--- config.mk ---
export PLATFORM = sky130hd
export DESIGN_NAME = ctrl_word_sequencer
export DESIGN_NICKNAME = d
export VERILOG_FILES = /design/src/rtl/ctrl_seq_pkg.sv /design/src/rtl/ctrl_seq_fifo.sv /design/src/rtl/ctrl_word_sequencer.sv
export SDC_FILE = /design/constraint.sdc
export NUM_CORES = 1
export LEC_CHECK = 0
export BUFFER_PORTS_ARGS = -buffer_cell sky130_fd_sc_hd__buf_2
export CAP_MARGIN = 20
export CORE_MARGIN = 2
export CORE_UTILIZATION = 31
export CTS_CLUSTER_SIZE = 24
export DETAILED_ROUTE_END_ITERATION = 8
export PLACE_DENSITY = 0.49
export SETUP_SLACK_MARGIN = 0.4
export SYNTH_ARGS = -nofsm -noshare
export SYNTH_HDL_FRONTEND = slang
export SYNTH_SLANG_ARGS = --single-unit
--- constraint.sdc ---
create_clock -name clk -period 2.4 [get_ports clk]
set_input_delay 0 -clock clk [delete_from_list [all_inputs] [get_ports clk]]
set_output_delay 0 -clock clk [all_outputs]
set_load 0.02 [all_outputs]
--- src/rtl/ctrl_seq_pkg.sv ---
// Shared encodings, FSM states and the action-to-opcode encode function for ctrl_word_sequencer.
package ctrl_seq_pkg;

    localparam logic [1:0] F1_RST     = 2'b11;
    localparam logic [1:0] F1_INCR    = 2'b10;
    localparam logic [1:0] F1_RD_ALU  = 2'b00;
    localparam logic [1:0] F1_NOP     = 2'b01;

    localparam logic [1:0] FX_FIRST   = 2'b11;
    localparam logic [1:0] FX_SECOND  = 2'b10;
    localparam logic [1:0] FX_THIRD   = 2'b01;
    localparam logic [1:0] FX_NOP     = 2'b00;

    // Field1 idles at 01 because 00 would assert rd_en_alu.
    localparam logic [7:0] NOP_WORD   = 8'h40;

    localparam int CTRL_F1_MSB = 11;
    localparam int CTRL_F2_MSB = 8;
    localparam int CTRL_F3_MSB = 5;
    localparam int CTRL_F4_MSB = 2;

    typedef enum logic [1:0] {IDLE, ISSUE, GAP} state_t;

    typedef struct packed {
        logic [7:0] word;
        logic       multi;
    } enc_t;

    function automatic logic multi_hot(input logic [2:0] g);
        return (g[2] & g[1]) | (g[2] & g[0]) | (g[1] & g[0]);
    endfunction

    function automatic logic [1:0] enc_f1(input logic [2:0] g);
        if (g[2])      return F1_RST;
        else if (g[1]) return F1_INCR;
        else if (g[0]) return F1_RD_ALU;
        else           return F1_NOP;
    endfunction

    function automatic logic [1:0] enc_fx(input logic [2:0] g);
        if (g[2])      return FX_FIRST;
        else if (g[1]) return FX_SECOND;
        else if (g[0]) return FX_THIRD;
        else           return FX_NOP;
    endfunction

    function automatic enc_t encode(input logic [11:0] c);
        enc_t r;
        r.word  = {enc_f1(c[CTRL_F1_MSB -: 3]), enc_fx(c[CTRL_F2_MSB -: 3]),
                   enc_fx(c[CTRL_F3_MSB -: 3]), enc_fx(c[CTRL_F4_MSB -: 3])};
        r.multi = multi_hot(c[CTRL_F1_MSB -: 3]) | multi_hot(c[CTRL_F2_MSB -: 3]) |
                  multi_hot(c[CTRL_F3_MSB -: 3]) | multi_hot(c[CTRL_F4_MSB -: 3]);
        return r;
    endfunction

endpackage

--- src/rtl/ctrl_seq_fifo.sv ---
// Synchronous FIFO with show-ahead read so the sequencer can load an entry on the same edge it pops.
module ctrl_seq_fifo #(
    parameter int WIDTH = 12,
    parameter int DEPTH = 4
) (
    input  logic                     clk,
    input  logic                     rst,
    input  logic                     push,
    input  logic [WIDTH-1:0]         din,
    input  logic                     pop,
    output logic [WIDTH-1:0]         dout,
    output logic                     full,
    output logic                     empty,
    output logic [$clog2(DEPTH):0]   count
);
    localparam int PTR_W = $clog2(DEPTH);
    localparam int CNT_W = PTR_W + 1;

    logic [WIDTH-1:0] mem_q [DEPTH];
    logic [PTR_W-1:0] wr_ptr_q, wr_ptr_d, rd_ptr_q, rd_ptr_d;
    logic [CNT_W-1:0] count_q, count_d;
    logic             do_push, do_pop;

    assign full    = (count_q == CNT_W'(DEPTH));
    assign empty   = (count_q == '0);
    assign count   = count_q;
    assign dout    = mem_q[rd_ptr_q];
    assign do_push = push && !full;
    assign do_pop  = pop && !empty;

    // Pointers wrap naturally because DEPTH is a power of two.
    always_comb begin
        wr_ptr_d = do_push ? wr_ptr_q + PTR_W'(1) : wr_ptr_q;
        rd_ptr_d = do_pop  ? rd_ptr_q + PTR_W'(1) : rd_ptr_q;
        count_d  = count_q;
        if (do_push && !do_pop)      count_d = count_q + CNT_W'(1);
        else if (!do_push && do_pop) count_d = count_q - CNT_W'(1);
    end

    always_ff @(posedge clk) begin
        if (rst) begin
            wr_ptr_q <= '0;
            rd_ptr_q <= '0;
            count_q  <= '0;
        end else begin
            wr_ptr_q <= wr_ptr_d;
            rd_ptr_q <= rd_ptr_d;
            count_q  <= count_d;
        end
    end

    always_ff @(posedge clk) begin
        if (do_push) mem_q[wr_ptr_q] <= din;
    end

endmodule

--- src/rtl/ctrl_word_sequencer.sv ---
// Encodes control-action requests into decoder opcode words, queues them and issues each for hold+1 cycles.
// Define NOP_GAP_EN to insert one NOP_WORD cycle after every issued word.
module ctrl_word_sequencer
    import ctrl_seq_pkg::*;
#(
    parameter int FIFO_DEPTH = 4,
    parameter int HOLD_W     = 4
) (
    input  logic                          clk,
    input  logic                          rst,
    input  logic                          req_valid,
    output logic                          req_ready,
    input  logic [11:0]                   req_ctrl,
    input  logic [HOLD_W-1:0]             req_hold,
    output logic [7:0]                    opcode_out,
    output logic                          issue_strobe,
    output logic                          busy,
    output logic                          err_multi,
    output logic [$clog2(FIFO_DEPTH):0]   fifo_count
);
    localparam int ENT_W = 8 + HOLD_W;

    enc_t              enc;
    logic              xfer, push, pop, take;
    logic              fifo_full, fifo_empty;
    logic [ENT_W-1:0]  fifo_dout;

    state_t            state_q, state_d;
    logic [7:0]        opcode_q, opcode_d;
    logic [HOLD_W-1:0] hold_cnt_q, hold_cnt_d;
    logic              strobe_q, strobe_d;
    logic              err_q, err_d;

    assign enc       = encode(req_ctrl);
    assign req_ready = !fifo_full && !rst;
    assign xfer      = req_valid && req_ready;
    assign push      = xfer && !enc.multi;
    assign pop       = take;

    ctrl_seq_fifo #(
        .WIDTH (ENT_W),
        .DEPTH (FIFO_DEPTH)
    ) u_fifo (
        .clk   (clk),
        .rst   (rst),
        .push  (push),
        .din   ({enc.word, req_hold}),
        .pop   (pop),
        .dout  (fifo_dout),
        .full  (fifo_full),
        .empty (fifo_empty),
        .count (fifo_count)
    );

    always_comb begin
        state_d    = state_q;
        opcode_d   = opcode_q;
        hold_cnt_d = hold_cnt_q;
        strobe_d   = 1'b0;
        err_d      = xfer && enc.multi;
        take       = 1'b0;
        case (state_q)
            IDLE: begin
                take     = !fifo_empty;
                opcode_d = NOP_WORD;
            end
`ifdef NOP_GAP_EN
            GAP: begin
                take     = !fifo_empty;
                opcode_d = NOP_WORD;
                state_d  = IDLE;
            end
`endif
            ISSUE: begin
                if (hold_cnt_q != '0) begin
                    hold_cnt_d = hold_cnt_q - HOLD_W'(1);
                end else begin
`ifdef NOP_GAP_EN
                    state_d  = GAP;
                    opcode_d = NOP_WORD;
`else
                    take     = !fifo_empty;
                    opcode_d = NOP_WORD;
                    state_d  = IDLE;
`endif
                end
            end
            default: begin
                state_d  = IDLE;
                opcode_d = NOP_WORD;
            end
        endcase
        // A pop always overrides the NOP defaults chosen above.
        if (take) begin
            opcode_d   = fifo_dout[ENT_W-1 -: 8];
            hold_cnt_d = fifo_dout[HOLD_W-1:0];
            strobe_d   = 1'b1;
            state_d    = ISSUE;
        end
    end

    always_ff @(posedge clk) begin
        if (rst) begin
            state_q    <= IDLE;
            opcode_q   <= NOP_WORD;
            hold_cnt_q <= '0;
            strobe_q   <= 1'b0;
            err_q      <= 1'b0;
        end else begin
            state_q    <= state_d;
            opcode_q   <= opcode_d;
            hold_cnt_q <= hold_cnt_d;
            strobe_q   <= strobe_d;
            err_q      <= err_d;
        end
    end

    assign opcode_out   = opcode_q;
    assign issue_strobe = strobe_q;
    assign err_multi    = err_q;
    assign busy         = (state_q != IDLE) || !fifo_empty;

endmodule
==> results of run 1 <==
==> sequential cells by signal (all words and copies together), names as in the netlist, named ones only <==
name,count
u_fifo.wr_ptr_q,2
hold_cnt_q,4
issue_strobe,1
u_fifo.mem_q,48
u_fifo.rd_ptr_q,2
state_q,1
err_multi,1
u_fifo.count,3
opcode_out,8
==> layout make-up <==
class,count,area (um^2)
Fill cell,888,5560
Sequential cell,72,1930
Multi-Input combinational cell,101,945
Timing Repair Buffer,61,404
Tap cell,111,139
Clock buffer,12,135
Inverter,15,56.3
Clock inverter,4,21.3
==> cells by family (layout without fill, tap and decap cells) <==
family / after synthesis / after routing
AOI/OAI and AO/OA: 32 / 32
DFF: 72 / 72
muxes: 18 / 18
xor gates and xnor gates: 5 / 5
buffers and inverters: 21 / 92
adders and majority gates: 7 / 7
and+or+nand+nor: 39 / 39
==> synthesized netlist by cell type, types with 2 or more instances <==
library cell	number
or3_1	2
buf_4	2
dfxtp_1	24
or2_2	4
edfxtp_1	48
clkbuf_1	2
o21ai_0	7
nor2_1	15
inv_1	15
a22oi_1	2
xor2_1	3
mux4_2	12
ha_1	6
and2_1	4
mux2i_1	4
a21o_1	3
nand2_1	8
a32o_1	8
a21oi_1	6
xnor2_1	2
==> layer usage <==
metal	vias up	GRT usage, %
met5	-	0
met4	0	6.86
met3	13	2.91
met2	38	20.2
met1	877	18.5
li1	861	-
==> how the worst max path moves through the flow <==
stage	depth (start not counted)	slack [ns]	to
global placement	9	0.31	u_fifo.count[2]$_SDFFE_PP0P_
floorplan	9	0.23	u_fifo.count[2]$_SDFFE_PP0P_
CTS	9	0.25	u_fifo.count[2]$_SDFFE_PP0P_
detailed placement	10	0.26	u_fifo.count[2]$_SDFFE_PP0P_
global route	9	0.13	u_fifo.count[2]$_SDFFE_PP0P_
finish	9	0.26	u_fifo.count[2]$_SDFFE_PP0P_
==> through the flow <==
stage	total power, mW	std cells	instance area [um^2]	hold WS (ns)	utilization, %
after floorplan	2.59	194	2970	0.0809	-
after global placement	2.95	343	3320	0.224	36.1
after detailed placement	2.96	343	3320	0.219	36.1
after CTS	3.85	375	3620	0.000787	39.4
after global routing	4.10	376	3630	0.0122	39.5
final	3.82	376	3630	0.0138	39.5
==> where the power goes <==
part	internal (mW)	switching, mW	leakage (nW)
Clock	0.369	0.435	0.0778
Sequential	1.48	0.152	0.628
Combinational	0.684	0.705	0.655
Total	2.53	1.29	1.36
==> what timing repair did <==
action	in CTS	in global routing
pin swaps	3	1
hold buffers	10	0
buffers inserted	6	1
cloned	0	0
gates resized for setup	0	1
hold endpoints to repair	32	0
endpoints found under the setup margin	3	3
==> worst max-delay path: stages, from the launching register on <==
cell and delay, ns:
dfxtp_4 0.39, nor2_2 0.05, a211o_1 0.31, nor3_4 0.19
ha_4 0.17, inv_2 0.04, fa_2 0.34, xor2_1 0.15
or3_1 0.30, a21oi_1 0.12
==> out/metrics.cfg, run 1 <==
[die]
start_util_pct=31.7
fp.dieH_um=101
die_w_um=101
die_area_um2=10200
core.rowCount=35
io-pin-count=34
core-area_um2=9200

[yosys]
ys_types=37
synth-edff-count=48
async_flop_share_pct=0
synthAdderAreaFrac_pct=3.26
synthXorXnorAreaFrac_pct=1.50
synth_seq_cells=72
synth_top_area_share_pct=49.5
synth_top_area_cell=edfxtp_1
synth_seq_area_share_pct=66.0
synth_area_leaders=edfxtp_1 (49%), dfxtp_1 (16%), mux4_2 (9.3%), a32o_1 (2.7%), ha_1 (2.6%)
synth_area_um2=2910
yosys_warnings=0
avgSynthCellArea_um2=15.0
synthFlopType=edfxtp_1
syn-num-nets=220
synthMuxAreaShare_pct=11.4
synth_top_family_by_area=multiplexers
syn-instance-count=194
yosys.area_share.simple_pct=6.91
synth_compound_area_share_pct=7.94

[clocking]
cts_buffers=9
clkLatencyLatePin_ns=0.34
clk_pin_slew_ns=0.08
root_buffer=clkbuf_8
clockBufferDepth=2
clock_sinks=72
htree_levels=3
cts_tree=yes

[routing]
antenna_left=0
routed_via_density=4.76
drc=0
wl_met1_um=3050
vias=1789
highest_layer=met4
routed-wl-met2_um=2820
drt_iter0_drc=61
drt_pass1_iterations=6
routed_wl_um=6230
wl_per_cell_um=16.6
met3_length_um=217

[timing]
worst_pin_slew_ns=0.468
finClkSkew_ns=0.00720
slew_headroom_pct=68.8
hold_viol=0
setup_viol=0
final_max_slew_viol_count=0
worst_slack_ns=0.262
fin_crit_sh_pct=89.1
finalCriticalPeriod_ns=2.14
fmax_mhz=468
rsz0062_at_grt=yes
setup_tns_ns=0

[place]
routabilityCongestion=0.707
pre_cts_slack_ns=0.259
port_buffers=33
dp_hpwl_um=3960

[cells_and_area]
nets=286
diodes=0
final_cell_mix=edfxtp_1 (48), buf_2 (33), dfxtp_1 (19), buf_4 (17), nor2_1 (14)
drive_gt1_share_pct=36.6
final_common_cell=edfxtp_1
syn_to_final_growth_pct=24.7

[worst_setup_path]
rrSetupSlack_ns=0.26
cp.required_ns=2.67
cp.arrival_ns=2.41
setup.worst_path.start=u_fifo.count[1]$_SDFFE_PP0P_
r2r_start=u_fifo.count[1]$_SDFFE_PP0P_
worstSetupEndpointType=flip-flop
cp-start-kind=flip-flop
r2r_end=u_fifo.count[2]$_SDFFE_PP0P_
reg2regPathDepth=9
path_max_fanout=6
critPathKind=flip-flop to flip-flop

[power_and_ir_drop]
power_density_nw_per_um2=1050
p_leak_nw=1.36
peakVddDrop_v=0.000309

[hold_path]
whs_endpoint=u_fifo.mem_q[0][5]$_DFFE_PP_
min_delay_path_depth=2
hold_path_startpoint=req_ctrl[1]
worstHoldPathType=input pin to flip-flop

[global_route]
grt_antenna_before_repair=0
overflow=0
grt_pass1_vias=1790
grt_max_degree=15
grtUsageTotal_pct=13.5
grt_pass1_wl_um=9780

[flow_run]
maxCapViolCount=0

[status]
status=completed

No activity file was read; power rests on OpenSTA's default activity.
==> inputs of run 2 (changes only) <==
--- a/config.mk
+++ b/config.mk
@@ -8,10 +8,11 @@
 export BUFFER_PORTS_ARGS = -buffer_cell sky130_fd_sc_hd__buf_2
 export CAP_MARGIN = 20
 export CORE_MARGIN = 2
-export CORE_UTILIZATION = 31
+export CORE_UTILIZATION = 51
 export CTS_CLUSTER_SIZE = 24
 export DETAILED_ROUTE_END_ITERATION = 8
-export PLACE_DENSITY = 0.49
+export GPL_TIMING_DRIVEN = 0
+export PLACE_DENSITY = 0.74
 export SETUP_SLACK_MARGIN = 0.4
 export SYNTH_ARGS = -nofsm -noshare
 export SYNTH_HDL_FRONTEND = slang
==> out/metrics.cfg, run 2 (synthesis results as in run 1) <==
[cells_and_area]
fill_cells=400
final_cell_mix=edfxtp_1 (48), buf_2 (34), dfxtp_1 (19), nor2_1 (14)
final_common_cell=edfxtp_1
largest_reg_flops=48
drive_gt1_share_pct=38.0
diodes=0
multi_input_area_um2=960
nets=287
stdcell_area_um2=3660
syn_to_final_growth_pct=25.8
top_register=u_fifo.mem_q
regArea_um2=1930

[worst_setup_path]
r2r_end=u_fifo.count[2]$_SDFFE_PP0P_
path_buf_inv=4
setup.worst_path.start=hold_cnt_q[0]$_SDFFE_PP0P_
reg2regPathDepth=12
crit_path_cell_trace=inv_2 > ha_4 > or3b_4 > a21oi_4 > buf_6 > inv_4 > ha_4 > inv_2 > fa_2 > xor2_1 > or3_1 > a21oi_2
crit_slowest_cell=or3b_4
path_max_fanout=3
max_stage_delay_ns=0.39
r2r_start=hold_cnt_q[0]$_SDFFE_PP0P_
crit_family=simple AND/OR/NAND/NOR gates
cp.required_ns=2.68
cp-start-kind=flip-flop
critPathKind=flip-flop to flip-flop
cp.arrival_ns=2.45
rrSetupSlack_ns=0.22
worstSetupEndpointType=flip-flop

[timing]
setup_tns_ns=0
slew_headroom_pct=56.2
setup_viol=0
rsz0062_at_grt=yes
fin_crit_sh_pct=90.7
worst_pin_slew_ns=0.657
fmax_mhz=459
finClkSkew_ns=0.00875
final_max_slew_viol_count=0
hold_viol=0
finalCriticalPeriod_ns=2.18

[place]
routabilityCongestion=0.793
dpl_cell_area_um2=3220
dp_hpwl_um=3570
port_buffers=33

[global_route]
met2_usage_pct=33.0
overflow=0
grt_max_degree=13
grt_antenna_before_repair=0
grt_use_met1_pct=26.0
grt_pass1_wl_um=9340
grtUsageTotal_pct=20.3
grt_pass1_vias=1843
grt-busiest-layer=met2
grtUsageMet3_pct=5.09

[hold_path]
worstHoldPathType=input pin to flip-flop
whs_endpoint=u_fifo.mem_q[3][5]$_DFFE_PP_
hold_path_startpoint=req_ctrl[2]
min_delay_path_depth=2

[die]
die_area_um2=6330
fp.dieH_um=79.6
io-pin-count=34
core.rowCount=27
start_util_pct=52.9
core-area_um2=5510
die_w_um=79.6

[routing]
antenna_left=0
vias=1796
drc=0
routed_wl_um=5720
drt_pass1_iterations=4
routed_via_density=5.31
drt_iter0_drc=72
wl_per_cell_um=16.9

[flow_run]
maxCapViolCount=0

[clocking]
clkLatencyLatePin_ns=0.34
htree_levels=3
cts_buffers=9
clock_sinks=72
clk_pin_slew_ns=0.08
root_buffer=clkbuf_8
clockBufferDepth=2
cts_tree=yes

[power_and_ir_drop]
power_density_nw_per_um2=1140
p_leak_nw=1.39
power_mw=4.16
peakVddDrop_v=0.000543

[status]
status=completed

[run 2: repair_timing]
action | 4_1_cts | 5_1_grt
pin swaps | 2 | 2
resized for setup | 5 | 2
buffers inserted | 8 | 3
setup endpoints to repair | 50 | 2
endpoints found under the hold margin | 30 | 0
hold buffers | 12 | 0
[run 2: layout make-up]
| class | count | area share [%] |
|---|---|---|
| Sequential cell | 72 | 52.7 |
| Multi-Input combinational cell | 101 | 26.2 |
| Timing Repair Buffer | 56 | 10.0 |
| Clock buffer | 10 | 3.76 |
| Tap cell | 72 | 2.46 |
| Clock inverter | 6 | 2.25 |
| Inverter | 15 | 1.60 |
| Buffer | 6 | 0.956 |
[run 2: metal layers]
metal | wire, um | share of wire, %
met5 | 0 | 0
met4 | 85 | 1.5
met3 | 207 | 3.6
met2 | 2880 | 50
met1 | 2550 | 45
[run 2: worst max-delay path by stage]
stage / to / slack (ns) / cells after the start
finish: u_fifo.count[2]$_SDFFE_PP0P_ / 0.22 / 12
global route: u_fifo.count[2]$_SDFFE_PP0P_ / 0.1 / 12
CTS: u_fifo.count[2]$_SDFFE_PP0P_ / 0.18 / 9
detailed placement: u_fifo.count[2]$_SDFFE_PP0P_ / 0.10 / 12
global placement: u_fifo.count[2]$_SDFFE_PP0P_ / 0.15 / 12
floorplan: u_fifo.count[2]$_SDFFE_PP0P_ / 0.23 / 9
[run 2: power breakdown]
part | leakage (nW) | internal, mW | total (mW) | switching (mW)
Clock | 0.114 | 0.608 | 1.05 | 0.444
Combinational | 0.650 | 0.737 | 1.52 | 0.779
Sequential | 0.628 | 1.48 | 1.59 | 0.115
[run 2: stage by stage]
step,hold slack (ns),utilization (%),cells,setup slack [ns]
6_report,0.0292,66.6,338,0.222
5_1_grt,0.0230,66.6,338,0.0953
4_1_cts,0.000504,66.0,335,0.182
3_5_place_dp,0.218,58.6,299,0.103
3_3_place_gp,0.217,58.6,299,0.150
2_1_floorplan,0.0809,-,194,0.225
